$ cat config.mk
export PLATFORM = sky130hd
export DESIGN_NAME = obi_data_responder
export DESIGN_NICKNAME = d
export VERILOG_FILES = /design/src/rtl/obi_data_responder.sv
export SDC_FILE = /design/constraint.sdc
export NUM_CORES = 2
export LEC_CHECK = 0
export ABC_CLOCK_PERIOD_IN_PS = 6950
export CORE_MARGIN = 2
export CORE_UTILIZATION = 60
export DETAILED_ROUTE_END_ITERATION = 12
export PLACE_DENSITY = 0.85
export REMOVE_ABC_BUFFERS = 1
export SYNTH_ARGS = -nofsm -noshare
export SYNTH_HDL_FRONTEND = slang
export SYNTH_SLANG_ARGS = --single-unit
$ cat constraint.sdc
create_clock -name clk -period 6.95 [get_ports clk]
set_input_delay 1.7375 -clock clk [delete_from_list [all_inputs] [get_ports clk]]
set_output_delay 1.7375 -clock clk [all_outputs]
set_load 0.01 [all_outputs]
$ cat src/rtl/obi_data_responder.sv
// obi_data_responder
// ------------------
// Memory-side responder for the core's OBI-style data port. It is a
// word-organised data RAM with byte-enable writes. It serves one
// transaction at a time, with a programmable grant delay (GNT_DELAY) and
// response latency (RVALID_LATENCY).
//
// Ports:
//   clk       clock
//   rst_n     asynchronous active-low reset (also clears the whole RAM)
//   req_i     request valid, held by the master until granted
//   gnt_o     grant; accept happens on a rising edge with req_i && gnt_o
//   addr_i    byte address
//   we_i      1 = write, 0 = read
//   be_i      byte enables, used for write lanes only
//   wdata_i   write data
//   rvalid_o  one-cycle response strobe
//   rdata_o   read data (valid with rvalid_o, holds its last value otherwise)
//   err_o     error flag (valid with rvalid_o, 0 otherwise)

module obi_data_responder #(
  parameter int                    ADDR_WIDTH     = 32,
  parameter int                    DATA_WIDTH     = 32,
  parameter int                    MEM_DEPTH      = 64,
  parameter logic [ADDR_WIDTH-1:0] BASE_ADDR      = '0,
  parameter int                    GNT_DELAY      = 0,
  parameter int                    RVALID_LATENCY = 1
) (
  input  logic                    clk,
  input  logic                    rst_n,
  input  logic                    req_i,
  output logic                    gnt_o,
  input  logic [ADDR_WIDTH-1:0]   addr_i,
  input  logic                    we_i,
  input  logic [DATA_WIDTH/8-1:0] be_i,
  input  logic [DATA_WIDTH-1:0]   wdata_i,
  output logic                    rvalid_o,
  output logic [DATA_WIDTH-1:0]   rdata_o,
  output logic                    err_o
);

  localparam int                    NUM_LANES   = DATA_WIDTH / 8;
  localparam int                    IDX_W       = $clog2(MEM_DEPTH);
  localparam logic [3:0]            GNT_DELAY_C = 4'(GNT_DELAY);
  localparam logic [3:0]            LAT_C       = 4'(RVALID_LATENCY);
  localparam logic [ADDR_WIDTH-1:0] DEPTH_C     = ADDR_WIDTH'(MEM_DEPTH);

  typedef enum logic [1:0] {
    IDLE,
    WAIT_GNT,
    RESP
  } state_e;

  state_e                state_q, state_d;
  logic [3:0]            wait_cnt_q, wait_cnt_d;
  logic [3:0]            lat_cnt_q, lat_cnt_d;
  logic [DATA_WIDTH-1:0] resp_data_q, resp_data_d;
  logic                  resp_err_q, resp_err_d;
  logic [DATA_WIDTH-1:0] rdata_q, rdata_d;
  logic [DATA_WIDTH-1:0] mem_q [MEM_DEPTH];
  logic [DATA_WIDTH-1:0] mem_d [MEM_DEPTH];

  logic [ADDR_WIDTH-1:0] offset;
  logic [ADDR_WIDTH-1:0] word_off;
  logic [IDX_W-1:0]      idx;
  logic                  addr_err;
  logic                  accept;
  logic                  resp_fire;

  // Address decode. The range check uses the full word offset so that
  // addresses far above the RAM cannot alias onto a valid index.
  always_comb begin
    offset   = addr_i - BASE_ADDR;
    word_off = offset >> 2;
    idx      = word_off[IDX_W-1:0];
    addr_err = (addr_i < BASE_ADDR) || (word_off >= DEPTH_C) ||
               (addr_i[1:0] != 2'b00);
  end

  // The response cycle is the last RESP cycle; outputs are qualified by it.
  assign resp_fire = (state_q == RESP) && (lat_cnt_q == LAT_C);
  assign rvalid_o  = resp_fire;
  assign err_o     = resp_fire && resp_err_q;
  assign rdata_o   = resp_fire ? resp_data_q : rdata_q;

  // Handshake FSM. gnt_o is decoded from state and counters; an accepted
  // request overrides the per-state next values and starts the response.
  // The response word is snapshot at accept so later writes cannot alter it.
  always_comb begin
    state_d     = state_q;
    wait_cnt_d  = wait_cnt_q;
    lat_cnt_d   = lat_cnt_q;
    resp_data_d = resp_data_q;
    resp_err_d  = resp_err_q;
    gnt_o       = 1'b0;
    accept      = 1'b0;

    case (state_q)
      IDLE: begin
        gnt_o = req_i && (GNT_DELAY_C == 4'd0);
        if (req_i && !gnt_o) begin
          state_d    = WAIT_GNT;
          wait_cnt_d = 4'd1;
        end
      end
      WAIT_GNT: begin
        gnt_o = req_i && (wait_cnt_q == GNT_DELAY_C);
        if (!req_i) begin
          // Request withdrawn before grant: abandon it without side effects.
          state_d    = IDLE;
          wait_cnt_d = 4'd0;
        end else if (!gnt_o) begin
          wait_cnt_d = wait_cnt_q + 4'd1;
        end
      end
      RESP: begin
        if (lat_cnt_q == LAT_C) begin
          state_d   = IDLE;
          lat_cnt_d = 4'd0;
        end else begin
          lat_cnt_d = lat_cnt_q + 4'd1;
        end
      end
      default: state_d = IDLE;
    endcase

    accept = gnt_o;
    if (accept) begin
      state_d     = RESP;
      lat_cnt_d   = 4'd1;
      wait_cnt_d  = 4'd0;
      resp_err_d  = addr_err;
      resp_data_d = (addr_err || we_i) ? '0 : mem_q[idx];
    end
  end

  // rdata_o keeps the last delivered word between responses.
  always_comb begin
    rdata_d = resp_fire ? resp_data_q : rdata_q;
  end

  // Byte-lane write, performed at the accept edge of an error-free write.
  always_comb begin
    mem_d = mem_q;
    if (accept && we_i && !addr_err) begin
      for (int k = 0; k < NUM_LANES; k++) begin
        if (be_i[k]) begin
          mem_d[idx][8*k +: 8] = wdata_i[8*k +: 8];
        end
      end
    end
  end

  always_ff @(posedge clk or negedge rst_n) begin
    if (!rst_n) begin
      state_q     <= IDLE;
      wait_cnt_q  <= 4'd0;
      lat_cnt_q   <= 4'd0;
      resp_data_q <= '0;
      resp_err_q  <= 1'b0;
      rdata_q     <= '0;
      for (int i = 0; i < MEM_DEPTH; i++) begin
        mem_q[i] <= '0;
      end
    end else begin
      state_q     <= state_d;
      wait_cnt_q  <= wait_cnt_d;
      lat_cnt_q   <= lat_cnt_d;
      resp_data_q <= resp_data_d;
      resp_err_q  <= resp_err_d;
      rdata_q     <= rdata_d;
      for (int i = 0; i < MEM_DEPTH; i++) begin
        mem_q[i] <= mem_d[i];
      end
    end
  end

endmodule

Word level (Yosys, flattened, before mapping) --
Cells that the tools add are included.
Operators by class: $add $sub $neg 2, $lt $le $gt $ge 4, eq/ne operators 7, multiplexer cells 36, bitwise operators 1, reduce and logical (&&, ||, !) cells 17
Operators with widths (count):
- 2048-bit two-way mux | 7
- 2048-bit bitwise mux | 4
- 32-bit demux with 6-bit select | 4
- 32-bit binary-select mux with 6-bit select | 1
- 32-bit two-way mux | 5
- 32-bit by 1-bit < comparator with 1-bit output (second input constant) | 1
- 30-bit by 7-bit greater-or-equal comparator with 1-bit output (second input constant) | 1
- 4-bit two-way mux | 7
- 24-bit two-way mux | 1
- 16-bit two-way mux | 1
- 4-bit by 1-bit adder with 4-bit output (second input constant) | 2
- 8-bit two-way mux | 1
- 7-bit greater-or-equal comparator (second input constant) | 1
- 7-bit by 1-bit < comparator with 1-bit output (second input constant) | 1
- 6-bit NOT with 7-bit output | 1
- 1-bit logical AND | 6
- 2-bit two-way mux | 3
- 3-bit inequality test (second input constant) | 2
- 2-bit case mux with 3 select lines | 1
- 2-bit nonzero test | 3
- 4-bit by 1-bit == test with 1-bit output (second input constant) | 1
- 4-bit zero test | 1
- 1-bit logical OR | 3
- 3-bit by 2-bit inequality test with 1-bit output (second input constant) | 1
- 8 further kinds | 8
Storage, ports and cells: bits in registers 2123, bits of input ports 72, output and inout port bits 35, word-level logic and storage cells 137

Logic depth before layout (Yosys ltp) --
word-level depth 16, gate-level depth with buffers 12

Worst setup path after synthesis --
OpenSTA, ideal clock, no wires.
path kind input -> register, start input port addr_i[2], end register mem_q[672] in the netlist's numbering, arrival time 3770 ps, data required time 6825 ps, slack 3055 ps, cell stages on the path 8, buffers on the path 4, cells stage by stage buf_2 > buf_6 > buf_4 > buf_4 > nor3b_2 > nand2_1 > nor2_2 > mux2_2
On the way: word-level cells in the longest chain between the ends 16, elaborated cells on any way between the ends 26
RTL lines:
- start: declaration | RTL line 33 | input logic [ADDR_WIDTH-1:0] addr_i,
- 6-bit NOT with 7-bit output (not written as such) | RTL line 148 | mem_d[idx][8*k +: 8] = wdata_i[8*k +: 8];
- 7-bit greater-or-equal comparator (not written as such) or 7-bit by 1-bit < comparator with 1-bit output (tied branches) | RTL line 148
- 1-bit logical AND (not written as such) | RTL line 148
- 8-bit two-way mux (not written as such) | RTL line 148
- 32-bit demux with 6-bit select | RTL line 148
- 2048-bit bitwise mux | RTL line 148
- 2048-bit two-way mux | RTL line 147 | if (be_i[k]) begin
- 2048-bit two-way mux | RTL line 145 | if (accept && we_i && !addr_err) begin
- 2048-bit bitwise mux | RTL line 148
- 2048-bit two-way mux | RTL line 147
- 2048-bit two-way mux | RTL line 145
- 2048-bit bitwise mux | RTL line 148
- 2048-bit two-way mux | RTL line 147
- 2048-bit two-way mux | RTL line 145
- 2048-bit bitwise mux | RTL line 148
- 2048-bit two-way mux | RTL line 147
- end signal: indexed assignment | RTL line 173 | mem_q[i] <= mem_d[i];
- end: declaration | RTL line 60 | logic [DATA_WIDTH-1:0] mem_q [MEM_DEPTH];
Several ways; a longest one is shown, not always the timed one. The select of a mux whose other input is x is not followed. A chain may end at the register's enable or synchronous reset.

Worst setup path in the final report --
start register lat_cnt_q[1], end output port rdata_o[17]
On the way: word-level cells in the longest chain between the ends 3
RTL lines:
- start: declaration | RTL line 56 | logic [3:0] lat_cnt_q, lat_cnt_d;
- start signal: assignment | RTL line 168 | lat_cnt_q <= lat_cnt_d;
- 4-bit by 1-bit == test with 1-bit output | RTL line 81 | assign resp_fire = (state_q == RESP) && (lat_cnt_q == LAT_C);
- 1-bit logical AND | RTL line 81
- 32-bit two-way mux
- end: declaration | RTL line 38 | output logic [DATA_WIDTH-1:0] rdata_o,
No other way between the ends.

==> impl_metrics.ini <==
[run_status]
status = complete, but fails checks
violations = capacitance limit, slew limit

[worst_setup_path]
cpPeakStageDelay_ns = 0.86
cp_data_arrival_time_ns = 4.24
startpoint_type = flip-flop
critPathBufInv = 3
path_cells = inv_1, ha_1, nor3b_1, and2_2, buf_4, mux2_2, clkdlybuf4s50_1
required_ns = 5.21
cp_max_fo = 20
path_delay_family = simple AND/OR/NAND/NOR gates
worstSetupPathType = flip-flop to output port
slowest_stage = and2_2
critPathCaptureType = output port

[logic_synthesis]
synth_adder_area_share_pct = 0.0259
synth_enable_flop_cells = 0
synth_top_family_by_area = multiplexers
syn_area_um2 = 96700
yosysTopAreaCellShare_pct = 54.8
synth_area_per_cell_um2 = 14.0
synth_simple_gate_area_share_pct = 3.93
synth-seq-cells = 2118
yosysWarnings = 0
synth_mux_area_share_pct = 31.7
ys_seq_area_share_pct = 54.8
synth_cells = 6926
yosys.area.top_type = dfrtp_1
synth_compound_area_share_pct = 7.07
async_reset_ff_share_pct = 100
synth_cell_types = 73
synth_xor_area_share_pct = 0.00905
synthFlopType = dfrtp_1
yosys-top-cells-area = dfrtp_1 (55%), mux2_2 (26%), mux4_2 (3.5%)

[sta]
fin_skew_ns = 0.0462
slew_viol_final = 11
tightest_slew_ns = 1.56
final_hold_viol_count = 0
setup_viol = 0
fin_setup_tns_ns = 0
fmax_mhz = 167
fin_crit_sh_pct = 86.0
min_period_ns = 5.98
max_slew_margin_pct = -3.83
rsz0062_at_grt = false

[clock_network]
clk_pin_slew_ns = 0.06
clk_latency_ns = 0.90
cts_buffers = 208
cts_tree = yes
post-cts-setup-buffer-count = 0
hold_buffers = 0
cts_root_buf = clkbuf_16
cts.path.max_buffers = 3
h-tree-depth = 4
post_cts_resized = 0
clock-sinks = 2118

[grt]
grt_pass1_wl_um = 457000
grt_overflow = 0
grt_max_degree = 198
antenna_found_initial = 11
grt_pass1_vias = 67948
grt.total_usage_pct = 37.9

[finish]
finalNetCount = 6936
area_delta_synth_final_pct = 10.4
drive_above_1_share_pct = 45.2

[min_path]
worst_hold_path_type = flip-flop to flip-flop

[floorplan]
num_rows = 147
die_h_um = 406
die_area_um2 = 164000
die_w_um = 406
start_util_pct = 60.3
ios = 107
core-area_um2 = 160000

[route]
dr.pass1.iters = 11
drt_iter0_drc = 8612
vias = 65872
wl_per_cell_um = 33.8
vias_per_cell = 7.16
drc = 0
final_antenna_net_count = 0
drt_wl_total_um = 311000

[pwr]
power_frac_seq_pct = 48.0
leakagePower_nw = 51.8
ir_worst_vdd_v = 0.000266
power_mw = 25.7
p_clk_share_pct = 45.1
p_int_mw = 19.4
switching_share_pct = 24.7
p_sw_mw = 6.37
pwr-share-comb_pct = 6.9
power_density_nw_per_um2 = 241

[placement]
io_buffers = 106
place_congestion = 0.945
dp_hpwl_um = 191000

[job]
cap_viol_max_count = 1
placed cells by master, fill, tap and decap left out, types with 15 or more instances in the layout:
cell type,n
mux2_2,2193
dfrtp_1,2118
o22ai_1,278
mux2i_1,240
nor2_2,213
clkbuf_16,210
nand2_1,185
buf_4,155
mux4_2,149
o21ai_0,146
a21oi_1,143
o221ai_1,129
clkdlybuf4s50_1,70
nor2_1,69
a22oi_1,56
clkbuf_8,52
clkbuf_1,44
clkinv_2,36
a211oi_1,35
o22a_1,33
a221oi_1,26
buf_2,26
a2bb2oi_1,21
buf_12,21
nor2_8,20
o31ai_1,19
nor3_1,19
mux2_1,19
nor2b_1,17
nand3_1,16
diode_2,15
a32o_1,15
power groups by stage:
stage	sequential (mW)	combinational, mW	clock, mW
after global placement	12.6	1.66	0
after global routing	12.4	1.83	12.1
final	12.4	1.77	11.6
after CTS	12.4	1.71	11.6
after detailed placement	12.6	1.69	0
after floorplan	12.6	0.538	0
sequential cells by signal (all words and copies together) (netlist names):
name / count
lat_cnt_q: 4
mem_q: 2048
rdata_q: 32
resp_data_q: 32
resp_err_q: 1
state_q: 1
final timing paths:
check	from	to	slack, ns	cells after the start
worst min register to register	mem_q[1338]$_DFFE_PN0P_	mem_q[1338]$_DFFE_PN0P_	0.49	1
worst min-delay path	mem_q[1338]$_DFFE_PN0P_	mem_q[1338]$_DFFE_PN0P_	0.49	1
min in group asynchronous	rst_n	lat_cnt_q[3]$_DFFE_PN0P_	0.79	1
worst max register to register	state_q[1]$_DFFE_PN0P_	mem_q[1158]$_DFFE_PN0P_	3.32	8
max in group asynchronous	rst_n	mem_q[107]$_DFFE_PN0P_	4.28	3
worst max-delay path	lat_cnt_q[1]$_DFFE_PN0P_	rdata_o[17]	0.97	7
cell type report:
cell class              count  area (um^2)
fillers                 10679        53600
repair buffers            276         2490
inverters                  17         68.8
well taps                2160         2700
flip-flops and latches   2118        53000
diodes                     15         37.5
clock buffers             306         6140
clock inverters            70          881
multi-input cells        4241        41500
Yosys cell counts, drive strengths merged, types with 21 or more instances:
library cell / count
buf: 208
o22ai: 278
a21oi: 143
a211oi: 35
a221oi: 26
o21ai: 146
o221ai: 129
a2bb2oi: 21
nor3: 21
nor2: 314
mux2: 2212
nand2: 192
mux4: 149
clkbuf: 342
o22a: 33
a22oi: 56
dfrtp: 2118
nand3: 26
mux2i: 240
worst register-to-register path, stage by stage, from the launching register on:
cell	delay (ns)
dfrtp_1	0.50
nor4b_2	0.25
nand4_1	0.24
nor3_4	0.54
buf_4	0.26
nand2_4	0.05
buf_4	0.46
nor2_2	0.79
mux2_2	0.43
stage by stage:
| step | instance area (um^2) | setup WS (ns) | instances | utilization [%] | hold slack [ns] |
|---|---|---|---|---|---|
| after floorplan | 94400 | -0.137 | 6376 | - | 0.443 |
| after global placement | 99700 | 1.43 | 8812 | 62.2 | 0.464 |
| after detailed placement | 99700 | 1.34 | 8812 | 62.2 | 0.475 |
| after CTS | 107000 | 0.858 | 9188 | 66.6 | 0.488 |
| after global routing | 107000 | 0.735 | 9189 | 66.6 | 0.493 |
| final | 107000 | 0.973 | 9203 | 66.6 | 0.489 |
routing by layer:
| metal | vias to the layer above | GRT usage (%) | part of all wire (%) |
|---|---|---|---|
| li1 | 25588 | - | - |
| met1 | 34315 | 47.2 | 35 |
| met2 | 4520 | 54.1 | 43 |
| met3 | 1437 | 14.2 | 13 |
| met4 | 12 | 27.9 | 8.8 |
| met5 | - | 1.40 | 0.076 |
logic make-up after synthesis:
logic type,Yosys count
AOI/OAI and AO/OA,997
muxes,2601
adders and majority gates,2
DFF,2118
buffers and inverters,567
xor gates and xnor gates,1
and+or+nand+nor,640
Note: power is estimated with default switching activity, not from simulation.
